**config.mk**
```make
export PLATFORM = sky130hd
export DESIGN_NAME = zmod_txlink
export DESIGN_NICKNAME = d
export VERILOG_FILES = /design/src/rtl/zmod_txlink.sv
export SDC_FILE = /design/constraint.sdc
export NUM_CORES = 1
export LEC_CHECK = 0
export CORE_UTILIZATION = 46
export DETAILED_ROUTE_END_ITERATION = 8
export PLACE_DENSITY = 0.76
export SKIP_LAST_GASP = 1
export SLEW_MARGIN = 10
export SYNTH_ARGS = -nofsm -noshare
export SYNTH_HDL_FRONTEND = slang
export SYNTH_SLANG_ARGS = --single-unit
```
**constraint.sdc**
```tcl
create_clock -name clk -period 1.75 [get_ports clk]
set_input_delay 0.175 -clock clk [delete_from_list [all_inputs] [get_ports clk]]
set_output_delay 0.175 -clock clk [all_outputs]
set_load 0.03 [all_outputs]
```
**src/rtl/zmod_txlink.sv**
```systemverilog
// Transmit link framer: trains the far-end receiver, then splits 32-bit stream words
// into MSB-first bytes with a first-byte frame marker for an external 8:1 OSERDES.
module zmod_txlink #(
    parameter int          TRAIN_CYCLES  = 256,
    parameter logic [7:0]  TRAIN_PATTERN = 8'hF0,
    parameter logic [7:0]  IDLE_BYTE     = 8'h00
) (
    input  logic        clk,
    input  logic        rstn,
    input  logic        locked,
    input  logic        train_req,
    input  logic [31:0] s_tdata,
    input  logic        s_tvalid,
    output logic        s_tready,
    output logic [7:0]  txd,
    output logic        txframe,
    output logic        trained,
    output logic [31:0] word_count,
    output logic [1:0]  state_dbg
);

    localparam int CW = (TRAIN_CYCLES > 1) ? $clog2(TRAIN_CYCLES) : 1;
    localparam logic [CW-1:0] CNT_LOAD = CW'(TRAIN_CYCLES - 1);

    typedef enum logic [1:0] {
        WAIT_LOCK = 2'd0,
        TRAIN     = 2'd1,
        IDLE      = 2'd2,
        SEND      = 2'd3
    } state_t;

    state_t         state_q, state_d;
    logic [1:0]     idx_q, idx_d;
    logic [CW-1:0]  cnt_q, cnt_d;
    logic           pending_q, pending_d;
    logic [31:0]    word_q, word_d;
    logic [7:0]     txd_q, txd_d;
    logic           txframe_q, txframe_d;
    logic           trained_q, trained_d;
    logic [31:0]    word_count_q, word_count_d;
    logic           accept;

    function automatic logic [7:0] byte_sel(input logic [31:0] w, input logic [1:0] i);
        case (i)
            2'd0:    return w[31:24];
            2'd1:    return w[23:16];
            2'd2:    return w[15:8];
            default: return w[7:0];
        endcase
    endfunction

    // Handshake: a word transfers on any rising edge where s_tvalid && s_tready.
    // Ready is offered in IDLE, or on the last byte of a word when no retrain is queued,
    // so back-to-back words leave no gap; a train_req always suppresses the handshake.
    assign s_tready = locked && !train_req &&
                      ((state_q == IDLE) ||
                       ((state_q == SEND) && (idx_q == 2'd3) && !pending_q));
    assign accept   = s_tvalid && s_tready;

    always_comb begin
        state_d      = state_q;
        idx_d        = idx_q;
        cnt_d        = cnt_q;
        pending_d    = pending_q;
        word_d       = word_q;
        txd_d        = txd_q;
        txframe_d    = txframe_q;
        trained_d    = trained_q;
        word_count_d = word_count_q;

        if (!locked) begin
            // Losing lock abandons any word in flight without counting it.
            state_d   = WAIT_LOCK;
            txd_d     = IDLE_BYTE;
            txframe_d = 1'b0;
            trained_d = 1'b0;
            pending_d = 1'b0;
        end else begin
            case (state_q)
                WAIT_LOCK: begin
                    state_d   = TRAIN;
                    cnt_d     = CNT_LOAD;
                    txd_d     = TRAIN_PATTERN;
                    txframe_d = 1'b0;
                    trained_d = 1'b0;
                end
                TRAIN: begin
                    txframe_d = 1'b0;
                    if (cnt_q != '0) begin
                        cnt_d = cnt_q - CW'(1);
                        txd_d = TRAIN_PATTERN;
                    end else begin
                        state_d   = IDLE;
                        txd_d     = IDLE_BYTE;
                        trained_d = 1'b1;
                    end
                end
                IDLE: begin
                    txframe_d = 1'b0;
                    txd_d     = IDLE_BYTE;
                    if (train_req) begin
                        state_d   = TRAIN;
                        cnt_d     = CNT_LOAD;
                        txd_d     = TRAIN_PATTERN;
                        trained_d = 1'b0;
                    end else if (accept) begin
                        state_d   = SEND;
                        idx_d     = 2'd0;
                        word_d    = s_tdata;
                        txd_d     = s_tdata[31:24];
                        txframe_d = 1'b1;
                    end
                end
                SEND: begin
                    txframe_d = 1'b0;
                    if (idx_q != 2'd3) begin
                        idx_d     = idx_q + 2'd1;
                        txd_d     = byte_sel(word_q, idx_q + 2'd1);
                        pending_d = pending_q | train_req;
                    end else begin
                        word_count_d = word_count_q + 32'd1;
                        if (pending_q || train_req) begin
                            state_d   = TRAIN;
                            cnt_d     = CNT_LOAD;
                            txd_d     = TRAIN_PATTERN;
                            trained_d = 1'b0;
                            pending_d = 1'b0;
                        end else if (accept) begin
                            idx_d     = 2'd0;
                            word_d    = s_tdata;
                            txd_d     = s_tdata[31:24];
                            txframe_d = 1'b1;
                        end else begin
                            state_d = IDLE;
                            txd_d   = IDLE_BYTE;
                        end
                    end
                end
                default: begin
                    state_d = WAIT_LOCK;
                    txd_d   = IDLE_BYTE;
                end
            endcase
        end
    end

    always_ff @(posedge clk) begin
        if (!rstn) begin
            state_q      <= WAIT_LOCK;
            idx_q        <= 2'd0;
            cnt_q        <= '0;
            pending_q    <= 1'b0;
            word_q       <= 32'd0;
            txd_q        <= IDLE_BYTE;
            txframe_q    <= 1'b0;
            trained_q    <= 1'b0;
            word_count_q <= 32'd0;
        end else begin
            state_q      <= state_d;
            idx_q        <= idx_d;
            cnt_q        <= cnt_d;
            pending_q    <= pending_d;
            word_q       <= word_d;
            txd_q        <= txd_d;
            txframe_q    <= txframe_d;
            trained_q    <= trained_d;
            word_count_q <= word_count_d;
        end
    end

    assign txd        = txd_q;
    assign txframe    = txframe_q;
    assign trained    = trained_q;
    assign word_count = word_count_q;
    assign state_dbg  = state_q;

endmodule

```
==> reports/qor.csv <==
stage,metric,value,unit
run_status,status,"complete, but fails checks",
run_status,failing checks,setup timing,
floorplanning,DIE AREA,9100,sq um
global_route,initial antenna violation count,0,
pwr,P_sw,1.01,mW
timing,Max Clk Rate,0.531,GHz
timing,"Setup violations, final",26,
placement,DP Area,5440,sq um
timing,RSZ-0062 raised after global routing,yes,
setup_path,crit path DAT,2130,ps
finish,Layout Cells excl Fill,737,
finish,Nets,671,
setup_path,required time of the critical path,1990,ps
pwr,combinational share of power,9.5,%
floorplanning,Die Ht,95.4,microns
clock_tree,Post-CTS Hold Fix Bufs,0,
pwr,Reg power frac,54.0,%
synth,Yosys reg bits,87,
clock_tree,TritonCTS clock tree,yes,
synth,cell count after synthesis,491,
synth,Syn Std Cell Area,4010,sq um
global_route,first-pass GRT wire length,17.7,mm
synth,number of synthesized flops with an enable pin,0,
placement,placed instance count,706,
drt,# DRC,0,
clock_tree,htree depth,3,
synth,synth unique cells,55,
placement,detailed placement HPWL,7.62,mm
synth,Async SR Flop Fraction,0,%
drt,1st-iter DRT viols,217,
drt,via-per-instance ratio,5.81,
drt,Total Wirelength,12.1,mm
drt,Post-DRT Antenna Nets,0,
run,Max Cap Viol,0,
floorplanning,core footprint,8340,sq um
floorplanning,Die W,95.4,microns
clock_tree,total CTS buffers,9,
finish,# diodes,0,
synth,Synth Flop Type,dfxtp_1,
timing,final worst slack,-135,ps
timing,Slew HR,60.9,%
floorplanning,Initial Util,48.1,%
setup_path,Worst Path Max Fanout,8,
pwr,Pleak,2.13,nW
drt,routed len/inst,16.4,microns
finish,Sequential Area,1820,sq um
synth,Yosys warnings,0,
timing,final hold vios,0,
placement,IO Port Bufs,81,
finish,layout cell share with drive strength beyond 1,29.3,%
timing,Setup Skew,13.9,ps
clock_tree,Longest Clk Path Bufs,2,
finish,fin area,6070,sq um
synth,sequential share of the synthesized area,43.4,%
global_route,gr usage total,24.8,%
clock_tree,clock latency on the worst-skew pair,370,ps
setup_path,crit path kind,reg2reg,
drt,Vias,4280,
pwr,P_int,2.71,mW
finish,Filler Cell Count,597,
timing,worst slew pin tran,584,ps
clock_tree,CTS sink count,87,
pwr,VDD IR max,0.399,mV
global_route,GRT Residual Overflow,0,
finish,multi-input logic area,2370,sq um
setup_path,Worst setup EP type,flop,
pwr,pwr dens,613,nW/um^2
setup_path,Critical Path Source Type,flop,
timing,Tmin final,1880,ps
finish,Area Overhead vs Synth,51.2,%
synth,Synth Net Count,535,
timing,fin crit share,108,%
pwr,sw frac,27.2,%
synth,Synth Area per Inst,8.17,sq um
finish,Layout Utilization,72.8,%
global_route,pin count of the biggest net entering global routing,33,
timing,total negative slack,-928,ps
floorplanning,I/O Pins,82,
global_route,vias in the first global route,3940,
clock_tree,CTS Root Cell,clkbuf_8,
drt,Detailed Routing Iterations Pass 1,6,
timing,Max Slew Vio Count,0,
floorplanning,row cnt,33,
placement,Placer Congestion,0.847,
pwr,Clk network pwr share,36.5,%
min_path,Hold Crit Class,in2reg,
clock_tree,clk slew on worst S/H paths,100,ps
## registers in the layout, indices dropped and copies added (netlist names)
register and count:
trained 1, txd 8, idx_q 2, word_q 32, cnt_q 8, pending_q 1
word_count 32, txframe 1, state_dbg 2
## metrics by stage
| step | total power, mW | hold slack, ps | setup WS (ps) |
|---|---|---|---|
| 6_report | 3.72 | 342 | -135 |
| 5_1_grt | 3.87 | 354 | -186 |
| 4_1_cts | 3.70 | 331 | -63.0 |
| 3_5_place_dp | 2.36 | 449 | -386 |
| 3_3_place_gp | 2.35 | 441 | -333 |
| 2_1_floorplan | 2.20 | 311 | -73.7 |
## cells in the mapped netlist, types with 9 or more instances
| cell type | instances | area, sq um |
|---|---|---|
| inv_1 | 21 | 78.8 |
| nand4_1 | 11 | 68.8 |
| nand2b_1 | 10 | 62.6 |
| nand2_1 | 105 | 394 |
| nor2_1 | 12 | 45.0 |
| dfxtp_1 | 87 | 1740 |
| or3_1 | 11 | 68.8 |
| nand3_1 | 15 | 75.1 |
| a21oi_1 | 54 | 270 |
| a31oi_1 | 9 | 56.3 |
| clkbuf_1 | 23 | 86.3 |
| o21ai_0 | 21 | 105 |
## power by group through the flow
stage	Combinational (mW)	Clock, mW	Sequential (mW)
6_report	0.355	1.36	2.01
5_1_grt	0.379	1.48	2.01
4_1_cts	0.316	1.38	2.00
3_5_place_dp	0.311	0	2.05
3_3_place_gp	0.302	0	2.05
2_1_floorplan	0.145	0	2.06
## critical path: stages (launching register included)
cell	delay, ps
dfxtp_2	360
ha_4	170
nand4_4	110
or4_4	580
buf_4	180
o311ai_4	240
o41ai_2	110
## layer usage
layer  global-route usage [%]  routed length, microns
met5                        0                       0
met4                     11.1                     307
met3                     3.43                     675
met2                     42.2                    6200
met1                     31.1                    4920
## placed cells by master, fill, tap and decap left out, drive strengths merged, types with 8 or more instances in the layout
cell and count:
inv 29, a31oi 9, o311ai 8, a21oi 54
dfxtp 87, nand3 15, nor2 12, nand2 105
o41ai 8, nand4 13, clkdlybuf4s50 79, o21ai 21
a222oi 8, nand2b 10, or3 11, clkbuf 11
buf 76
## worst paths after layout
| path | from | to | slack, ps | cells past startpoint |
|---|---|---|---|---|
| setup / recovery | idx_q[1] | word_count[25] | -130 | 6 |
| hold / removal | s_tdata[16] | word_q[16] | 340 | 3 |
| setup reg to reg | idx_q[1] | word_count[25] | -130 | 6 |
| hold reg to reg | word_q[8] | word_q[8] | 460 | 2 |
## cell families (layout without fill, tap and decap cells)
kind of cell	count (synthesis)	count (layout)	synth area share, %
AOI/OAI and AO/OA	128	128	21.0
xor gates and xnor gates	8	8	1.75
adders and majority gates	7	7	2.18
buffers and inverters	55	196	5.67
DFF	87	87	43.4
muxes	3	3	0.748
and+or+nand+nor	203	203	25.2
## repair_timing
item                                    4_1_cts  5_1_grt
gates cloned                                  0        3
setup buffers                                 4        9
endpoints found under the hold margin         0        0
endpoints found under the setup margin       25       56
gates resized for setup                      15       54
pin swaps                                     6       31
## area by class of cell
type / instances / share of cell area, %
multi-input combinational: 349 / 39.1
sequential: 87 / 29.9
timing repair buffer: 158 / 24.4
tap: 105 / 2.16
clock buffer: 9 / 2.04
inverter: 22 / 1.36
clock inverter: 7 / 0.969
Power figures use the tool's default switching activity.
